$ cat config.mk
export PLATFORM = sky130hd
export DESIGN_NAME = reset_sequencer_flat
export DESIGN_NICKNAME = d
export VERILOG_FILES = /design/src/rtl/reset_sequencer_if.sv /design/src/rtl/reset_sequencer.sv /design/src/flat_wrapper.sv
export SDC_FILE = /design/constraint.sdc
export NUM_CORES = 1
export LEC_CHECK = 0
export CORE_AREA = 2 2 91 93
export DETAILED_ROUTE_END_ITERATION = 8
export DIE_AREA = 0 0 93 95
export GPL_TIMING_DRIVEN = 0
export PLACE_DENSITY_LB_ADDON = 0.2
export SYNTH_ARGS = -nofsm -noshare
export SYNTH_HDL_FRONTEND = slang
export SYNTH_SLANG_ARGS = --single-unit
$ cat constraint.sdc
create_clock -name clock_i -period 7.22 [get_ports clock_i]
set_clock_uncertainty 0.2 [all_clocks]
set_input_delay 0.722 -clock clock_i [delete_from_list [all_inputs] [get_ports clock_i]]
set_output_delay 0.722 -clock clock_i [all_outputs]
set_load 0.01 [all_outputs]
$ cat src/rtl/reset_sequencer_if.sv
// Request/acknowledge, status-in and reset-out bundle of the staged reset sequencer.
interface reset_sequencer_if #(
    parameter int NUM_REQ = 3
);
    logic [NUM_REQ-1:0] req_i;
    logic [NUM_REQ-1:0] ack_o;
    logic               mmcms_locked_i;
    logic               idlyrdy_i;
    logic               gbt_ready_i;
    logic               core_reset_o;
    logic               link_reset_o;
    logic               trig_reset_o;
    logic               busy_o;
    logic [2:0]         last_src_o;
    logic [7:0]         seq_count_o;
    logic               timeout_o;

    modport slave (
        input  req_i, mmcms_locked_i, idlyrdy_i, gbt_ready_i,
        output ack_o, core_reset_o, link_reset_o, trig_reset_o,
        output busy_o, last_src_o, seq_count_o, timeout_o
    );

    modport master (
        output req_i, mmcms_locked_i, idlyrdy_i, gbt_ready_i,
        input  ack_o, core_reset_o, link_reset_o, trig_reset_o,
        input  busy_o, last_src_o, seq_count_o, timeout_o
    );
endinterface

$ cat src/rtl/reset_sequencer.sv
// Staged soft-reset controller: coalesces requests, delays for the ack, asserts, then releases core/links/trigger in order.
// Optional WAIT_LOCK watchdog is built only when RESET_SEQ_TIMEOUT_EN is defined.
module reset_sequencer #(
    parameter int NUM_REQ      = 3,
    parameter int ACK_DELAY    = 1023,
    parameter int STAGE_HOLD   = 31,
    parameter int LOCK_TIMEOUT = 2**20-1
) (
    input  logic              clock_i,
    input  logic              reset_i,
    reset_sequencer_if.slave  bus
);
    localparam int MAX_A = (ACK_DELAY > STAGE_HOLD) ? ACK_DELAY : STAGE_HOLD;
    localparam int MAX_V = (MAX_A > LOCK_TIMEOUT) ? MAX_A : LOCK_TIMEOUT;
    localparam int CW    = $clog2(MAX_V) + 1;

    localparam logic [CW-1:0] ACK_LAST  = CW'(ACK_DELAY - 1);
    localparam logic [CW-1:0] HOLD_LAST = CW'(STAGE_HOLD - 1);
    localparam logic [CW-1:0] HOLD_FULL = CW'(STAGE_HOLD);

    typedef enum logic [2:0] {
        S_DELAY, S_ASSERT, S_WAIT_LOCK, S_REL_CORE, S_REL_LINK, S_RUN
    } state_t;

    state_t             state;
    logic [CW-1:0]      cnt;
    logic [NUM_REQ-1:0] pending;
    logic [NUM_REQ-1:0] ack_q;
    logic               core_rst_q;
    logic               link_rst_q;
    logic               trig_rst_q;
    logic               busy_q;
    logic [2:0]         last_src_q;
    logic [7:0]         seq_count_q;

    logic       lock_ok;
    logic       all_good;
    logic       lock_release;
    logic       abort;
    logic       timeout_hit;
    logic       to_assert;
    logic [2:0] grant_idx;

    assign lock_ok      = bus.mmcms_locked_i & bus.gbt_ready_i;
    assign all_good     = lock_ok & bus.idlyrdy_i;
    assign lock_release = (state == S_WAIT_LOCK) && all_good && (cnt == HOLD_FULL);

    // IDELAYCTRL readiness only gates the initial release; a running system survives its glitches.
    assign abort = !lock_ok && ((state == S_DELAY) || (state == S_REL_CORE) ||
                                (state == S_REL_LINK) || (state == S_RUN));

`ifdef RESET_SEQ_TIMEOUT_EN
    localparam logic [CW-1:0] TO_LAST = CW'(LOCK_TIMEOUT - 1);
    logic [CW-1:0] wd_cnt;
    logic          timeout_q;

    assign timeout_hit = (state == S_WAIT_LOCK) && !lock_release && (wd_cnt == TO_LAST);

    always_ff @(posedge clock_i or posedge reset_i) begin
        if (reset_i) begin
            wd_cnt    <= '0;
            timeout_q <= 1'b0;
        end else begin
            timeout_q <= timeout_hit;
            wd_cnt    <= (state == S_WAIT_LOCK) ? wd_cnt + 1'b1 : '0;
        end
    end

    assign bus.timeout_o = timeout_q;
`else
    assign timeout_hit   = 1'b0;
    assign bus.timeout_o = 1'b0;
`endif

    assign to_assert = abort || timeout_hit || ((state == S_DELAY) && (cnt == ACK_LAST));

    always_comb begin
        grant_idx = '0;
        for (int i = NUM_REQ - 1; i >= 0; i--) begin
            if (pending[i]) grant_idx = 3'(i);
        end
    end

    always_ff @(posedge clock_i or posedge reset_i) begin
        if (reset_i) begin
            state       <= S_WAIT_LOCK;
            cnt         <= '0;
            pending     <= '0;
            ack_q       <= '0;
            core_rst_q  <= 1'b1;
            link_rst_q  <= 1'b1;
            trig_rst_q  <= 1'b1;
            busy_q      <= 1'b1;
            last_src_q  <= '0;
            seq_count_q <= '0;
        end else begin
            ack_q   <= '0;
            pending <= pending | bus.req_i;
            cnt     <= cnt + 1'b1;

            if (to_assert) begin
                state      <= S_ASSERT;
                cnt        <= '0;
                core_rst_q <= 1'b1;
                link_rst_q <= 1'b1;
                trig_rst_q <= 1'b1;
                busy_q     <= 1'b1;
            end else begin
                case (state)
                    S_ASSERT: begin
                        if (cnt == HOLD_LAST) begin
                            state <= S_WAIT_LOCK;
                            cnt   <= '0;
                        end
                    end
                    S_WAIT_LOCK: begin
                        if (lock_release) begin
                            state      <= S_REL_CORE;
                            cnt        <= '0;
                            core_rst_q <= 1'b0;
                        end else if (!all_good) begin
                            cnt <= '0;
                        end
                    end
                    S_REL_CORE: begin
                        if (cnt == HOLD_LAST) begin
                            state      <= S_REL_LINK;
                            cnt        <= '0;
                            link_rst_q <= 1'b0;
                        end
                    end
                    S_REL_LINK: begin
                        if (cnt == HOLD_LAST) begin
                            state      <= S_RUN;
                            cnt        <= '0;
                            trig_rst_q <= 1'b0;
                            busy_q     <= 1'b0;
                            if (seq_count_q != 8'hFF) seq_count_q <= seq_count_q + 8'd1;
                        end
                    end
                    S_RUN: begin
                        // Every pending source is acked at once; requests landing this edge stay queued.
                        if (pending != '0) begin
                            state      <= S_DELAY;
                            cnt        <= '0;
                            ack_q      <= pending;
                            last_src_q <= grant_idx;
                            pending    <= bus.req_i;
                            busy_q     <= 1'b1;
                        end
                    end
                    default: ;
                endcase
            end
        end
    end

    assign bus.ack_o        = ack_q;
    assign bus.core_reset_o = core_rst_q;
    assign bus.link_reset_o = link_rst_q;
    assign bus.trig_reset_o = trig_rst_q;
    assign bus.busy_o       = busy_q;
    assign bus.last_src_o   = last_src_q;
    assign bus.seq_count_o  = seq_count_q;
endmodule

$ cat src/flat_wrapper.sv
// flat-port wrapper written by rule: the top's interface ports become plain ports
module reset_sequencer_flat 
#(
    parameter int NUM_REQ      = 3,
    parameter int ACK_DELAY    = 1023,
    parameter int STAGE_HOLD   = 31,
    parameter int LOCK_TIMEOUT = 2**20-1
)
  (clock_i, reset_i, bus_req_i, bus_mmcms_locked_i, bus_idlyrdy_i, bus_gbt_ready_i, bus_ack_o, bus_core_reset_o, bus_link_reset_o, bus_trig_reset_o, bus_busy_o, bus_last_src_o, bus_seq_count_o, bus_timeout_o);
  reset_sequencer_if #(.NUM_REQ(NUM_REQ)) bus_i ();
  input  logic clock_i;
  input  logic reset_i;
  input wire logic [$bits(bus_i.req_i)-1:0] bus_req_i;
  input wire logic [$bits(bus_i.mmcms_locked_i)-1:0] bus_mmcms_locked_i;
  input wire logic [$bits(bus_i.idlyrdy_i)-1:0] bus_idlyrdy_i;
  input wire logic [$bits(bus_i.gbt_ready_i)-1:0] bus_gbt_ready_i;
  output wire logic [$bits(bus_i.ack_o)-1:0] bus_ack_o;
  output wire logic [$bits(bus_i.core_reset_o)-1:0] bus_core_reset_o;
  output wire logic [$bits(bus_i.link_reset_o)-1:0] bus_link_reset_o;
  output wire logic [$bits(bus_i.trig_reset_o)-1:0] bus_trig_reset_o;
  output wire logic [$bits(bus_i.busy_o)-1:0] bus_busy_o;
  output wire logic [$bits(bus_i.last_src_o)-1:0] bus_last_src_o;
  output wire logic [$bits(bus_i.seq_count_o)-1:0] bus_seq_count_o;
  output wire logic [$bits(bus_i.timeout_o)-1:0] bus_timeout_o;
  assign bus_i.req_i = bus_req_i;
  assign bus_i.mmcms_locked_i = bus_mmcms_locked_i;
  assign bus_i.idlyrdy_i = bus_idlyrdy_i;
  assign bus_i.gbt_ready_i = bus_gbt_ready_i;
  assign bus_ack_o = bus_i.ack_o;
  assign bus_core_reset_o = bus_i.core_reset_o;
  assign bus_link_reset_o = bus_i.link_reset_o;
  assign bus_trig_reset_o = bus_i.trig_reset_o;
  assign bus_busy_o = bus_i.busy_o;
  assign bus_last_src_o = bus_i.last_src_o;
  assign bus_seq_count_o = bus_i.seq_count_o;
  assign bus_timeout_o = bus_i.timeout_o;
  reset_sequencer #(.NUM_REQ(NUM_REQ), .ACK_DELAY(ACK_DELAY), .STAGE_HOLD(STAGE_HOLD), .LOCK_TIMEOUT(LOCK_TIMEOUT)) u_core (.clock_i(clock_i), .reset_i(reset_i), .bus(bus_i));
endmodule
== After elaboration in Yosys (flattened, before gate mapping) ==
Cells that the tools add are included.
Widths: inputs -> output; s select.
Storage, ports and cells
  output and inout bits: 19
  logic and storage cells: 89
  bits in registers: 45
Operators by class
  reductions and logical operators: 26
  multiplexer cells: 33
  $add $sub $neg: 2
  bitwise logic cells: 4
  equal/unequal tests: 14
Operator list (number)
  $mux 21: 5
  $pmux 21 s3: 1
  $eq 21x5->1 const B: 2
  $mux 3: 14
  $add 21x1->21 const B: 1
  $eq 21x10->1 const B: 1
  $pmux 3 s5: 1
  $mux 1: 10
  $reduce_bool 2->1: 5
  $ne 3x2->1 const B: 3
  $add 8x1->8 const B: 1
  $ne 8x8->1 const B: 1
  $eq 3x2->1 const B: 2
  $eq 3x3->1 const B: 2
  $ne 3x1->1 const B: 2
  $reduce_and 2->1: 3
  $reduce_and 3->1: 2
  $reduce_and 6->1: 1
  $reduce_bool 3->1: 2
  $reduce_bool 6->1: 1
  $logic_and 1x1->1: 4
  $logic_or 1x1->1: 4
  $reduce_and 4->1: 1
  $eq 3x1->1 const B: 1
  other kinds (8): 9

== Logic depth before layout (Yosys ltp) ==
  word-level depth: 8
  mapped depth: 9
  gate-level depth less buffers: 8

== Least setup slack after synthesis ==
No wires, ideal clock.
  path type: register to register
  start point: register u_core.cnt[11]
  end point: register u_core.seq_count_q[1] (netlist: u_core.bus.seq_count_o[1])
  arrival time: 2065 ps
  path buffers: 0
  stages on the path, launching flop included: 6
  setup slack: 4828 ps
  clock period less this slack: 2392 ps
  path through: dfrtp_1 > or4_4 > nor4_4 > nand4_2 > nor4_4 > mux2_1
Between the ends
  word-level cells in the longest chain between the ends: 5
  elaborated cells between the ends (all ways): 6
Ends and longest elaborated chain
  start: declaration: line reset_sequencer.sv:26  | logic [CW-1:0] cnt;
  start signal: assignment: line reset_sequencer.sv:99  | cnt <= cnt + 1'b1;
  $eq 21x10->1: line reset_sequencer.sv:75  | assign to_assert = abort || timeout_hit || ((state == S_DELAY) && (cnt == ACK_LAST));
  $logic_and 1x1->1: line reset_sequencer.sv:75
  $logic_or 1x1->1: line reset_sequencer.sv:75
  $not 1->1 (no line)
  $reduce_and 4->1 (no line) (*)
  end signal: assignment: line reset_sequencer.sv:138  | if (seq_count_q != 8'hFF) seq_count_q <= seq_count_q + 8'd1;
  end: declaration: line reset_sequencer.sv:34  | logic [7:0] seq_count_q;
Every way passes the cells marked *; elsewhere a longest branch is shown, timed or not.
A chain may end at the register's enable or synchronous reset.

== Final worst setup path ==
  start point: register u_core.cnt[16]
  end point: register u_core.cnt[16]
Between the ends
  word-level cells in the longest chain between the ends: 5
  elaborated cells between the ends (all ways): 13
Ends and longest elaborated chain
  $add 21x1->21 or $eq 21x5->1 (tied branches): line reset_sequencer.sv:99, reset_sequencer.sv:46
  $mux 21 or $logic_and 1x1->1 (tied branches): line reset_sequencer.sv:121, reset_sequencer.sv:46
  $mux 21: line reset_sequencer.sv:117  | if (lock_release) begin
  $pmux 21 s3: line reset_sequencer.sv:109  | case (state)
  $mux 21 (*): line reset_sequencer.sv:101  | if (to_assert) begin
Marked as above.

==> metrics.md <==
| Metric | Value |
|---|---|
| Top cell type's share of synthesized area | 0.426 |
| Diode count | 0 |
| Mapped Area | 0.00229 mm² |
| Peak Freq | 0.389 GHz |
| Final Max Tran Viols | 0 |
| CTS tree | done |
| Total grt overflow | 0 |
| Peak supply drop | 94.5 µV |
| Core Footprint | 0.00793 mm² |
| Fin crit period | 2.57 ns |
| Vias per cell | 4.54 |
| P per Cell Area | 227 mW/mm² |
| Top_reg_cell synth | dfrtp_1 |
| Clock Tree Buf Depth | 2 |
| Total power | 0.634 mW |
| CP max stage delay | 0.52 ns |
| Clk slew on worst S/H paths | 0.08 ns |
| Antenna Nets Post-Route | 0 |
| Initial core utilization | 0.289 |
| Synth area leader | dfrtp_1 |
| Critical Path RT | 7.20 ns |
| First-pass iteration count of the detailed router | 4 |
| Unrepaired setup endpoints after global routing | false |
| Post-CTS setup buffer count | 0 |
| Final TNS setup | 0 ns |
| DP Area | 0.00269 mm² |
| FFs w/ async S/R, synth | 1.00 |
| Status | finished, final reports clean |
| Dpl hpwl | 3.37 mm |
| Synthesized flop and latch total | 44 |
| H-tree depth | 2 |
| Skew-Pair Late Insertion Delay | 0.29 ns |
| Slew headroom | 0.604 |
| Port-buffer cells | 24 |
| Hold crit path type | reg -> reg |
| Routed WL per cell | 12.1 µm |
| Residual DRC | 0 |
| Setup crit end kind | flop |
| Worst path slowest cell | or4_1 |
| Max-cap violations | 0 |
| Post-synth EDFFs | 0 |
| YS warnings | 0 |
| Leak | 1.21 nW |
| Die ar. | 0.00884 mm² |
| Vias in the first global route | 1656 |
| Post-Place Setup Slack | 4.56 ns |
| Mapped Avg Cell Area | 9.92 µm² |
| Initial antenna violation count | 0 |
| Critical path type | reg -> reg |
| Share of layout cells above drive strength 1 | 0.113 |
| I/O Pins | 27 |
| First-pass GRT wire length | 7.85 mm |
| Die H | 95 µm |
| Data arrival, critical path | 2.56 ns |
| Largest net degree at the start of global routing | 35 |
| Clk root buf | clkbuf_8 |
| Final Wtd Congestion | 0.751 |
| Final hold vios | 0 |
| Top post-synthesis cells by area | dfrtp_1 43%, nor2_1 6.2%, dfstp_2 5.7% |
| Vias | 1679 |
| Count of cell types in the netlist | 48 |
| Clock Sink Count | 44 |
| Initial drt markers | 51 |
| Worst path cell trace | or4_1, nor2_1, nor4b_4, or2_4, a31o_2, buf_6, nor2_1 |
| Die X | 93 µm |
| Nets | 276 |
| CTS resizes | 0 |
| Clock buffer count from CTS | 5 |
| Sequential cell area fraction in the yosys report | 0.483 |
| Commonest non-fill, non-tap cell in the layout | dfrtp_1 |
| CP dominant cell by count | nor2_1 |
| Least-Margin Pin Slew | 0.586 ns |
| Area Overhead vs Synth | 22.0% |
| Total track usage | 0.114 |
| Drt total wl | 4.49 mm |
| Post-route cell area | 0.00279 mm² |
| Cell Rows | 33 |
| Most frequent cells in the layout | 39 x dfrtp_1, 38 x nor2_1, 26 x nand2_1 |
| Startpoint Class | flop |
| Cts hold-fix bufs | 0 |
| Syn Inst Count | 231 |
| Tcrit/Tclk final | 0.356 |
| Final setup margin | 4.65 ns |
| CP Max Fanout | 10 |
| Setup violations, final | 0 |
stage by stage:
stage          hold slack, ns  instances   util
2_1_floorplan           0.265        232      -
3_3_place_gp            0.245        361  0.336
3_5_place_dp            0.250        362  0.339
4_1_cts                 0.262        370  0.352
5_1_grt                 0.281        370  0.352
6_report                0.260        370  0.352
worst paths after layout:
| check | from | to | slack [ns] | cells after the start |
|---|---|---|---|---|
| min in group asynchronous | reset_i | u_core.bus.seq_count_o[4] | 0.47 | 2 |
| worst max register to register | u_core.cnt[16] | u_core.cnt[16] | 4.65 | 7 |
| worst min register to register | u_core.bus.trig_reset_o | u_core.bus.trig_reset_o | 0.26 | 2 |
| worst min-delay path | u_core.bus.trig_reset_o | u_core.bus.trig_reset_o | 0.26 | 2 |
| max in group asynchronous | reset_i | u_core.bus.core_reset_o | 5.83 | 3 |
| worst max-delay path | u_core.cnt[16] | u_core.cnt[16] | 4.65 | 7 |
synth_stat cells (all sizes together) (4+ instances only):
cell type and n:
nor3 5, nor4 5, or2 5, xnor2 14, xor2 13, inv 6, dfstp 5, nand2b 4
dfrtp 39, ha 4, nor2 38, buf 4, nand3 11, nand2 26, nand4 9, o21ai 5
and3 5
cell type report:
| cell class | count | area [µm²] |
|---|---|---|
| inverters | 6 | 22.5 |
| multi-input cells | 176 | 1120 |
| well taps | 105 | 131 |
| clock buffers | 6 | 72.6 |
| clock inverters | 2 | 35.0 |
| plain buffers | 6 | 45.0 |
| flip-flops and latches | 44 | 1110 |
| fillers | 848 | 5130 |
| repair buffers | 25 | 260 |
logic make-up (layout without fill, tap and decap cells):
family	count (synthesis)	in the layout	share of synthesized area
compound gates	21	21	0.0639
xor+xnor	27	27	0.103
fa+ha+maj	4	4	0.0218
buf+inv	12	45	0.0295
flops	44	44	0.483
mux	2	2	0.0115
other cells	1	2	0.00164
simple gates	120	120	0.285
per-layer routing:
metal	global-route usage	wire length, µm	vias up
li1	-	-	851
met1	0.138	2090	803
met2	0.196	2190	18
met3	0.0295	133	7
met4	0.0404	72	0
met5	0	0	-
worst max-delay path: cells and delay by family, from the launching register on:
| kind | cells | cell delay (ns) |
|---|---|---|
| buffers and inverters | 1 | 0.15 |
| AND/OR/NAND/NOR | 5 | 1.54 |
| flip-flops | 1 | 0.40 |
| AO/OA/AOI/OAI | 1 | 0.16 |
sequential cells by signal (all words and copies together) (netlist names):
register and count:
u_core.bus.link_reset_o 1, u_core.bus.trig_reset_o 1, u_core.bus.ack_o 3, u_core.bus.core_reset_o 1
u_core.bus.busy_o 1, u_core.bus.seq_count_o 8, u_core.bus.last_src_o 2, u_core.pending 3
u_core.state 3, u_core.cnt 21
where the power goes:
part / internal [mW] / switching (mW) / leakage (nW)
sequential: 0.269 / 0.0270 / 0.568
clock: 0.103 / 0.0831 / 0.0552
combinational: 0.0655 / 0.0865 / 0.583
Note: power is estimated with default switching activity, not from simulation.
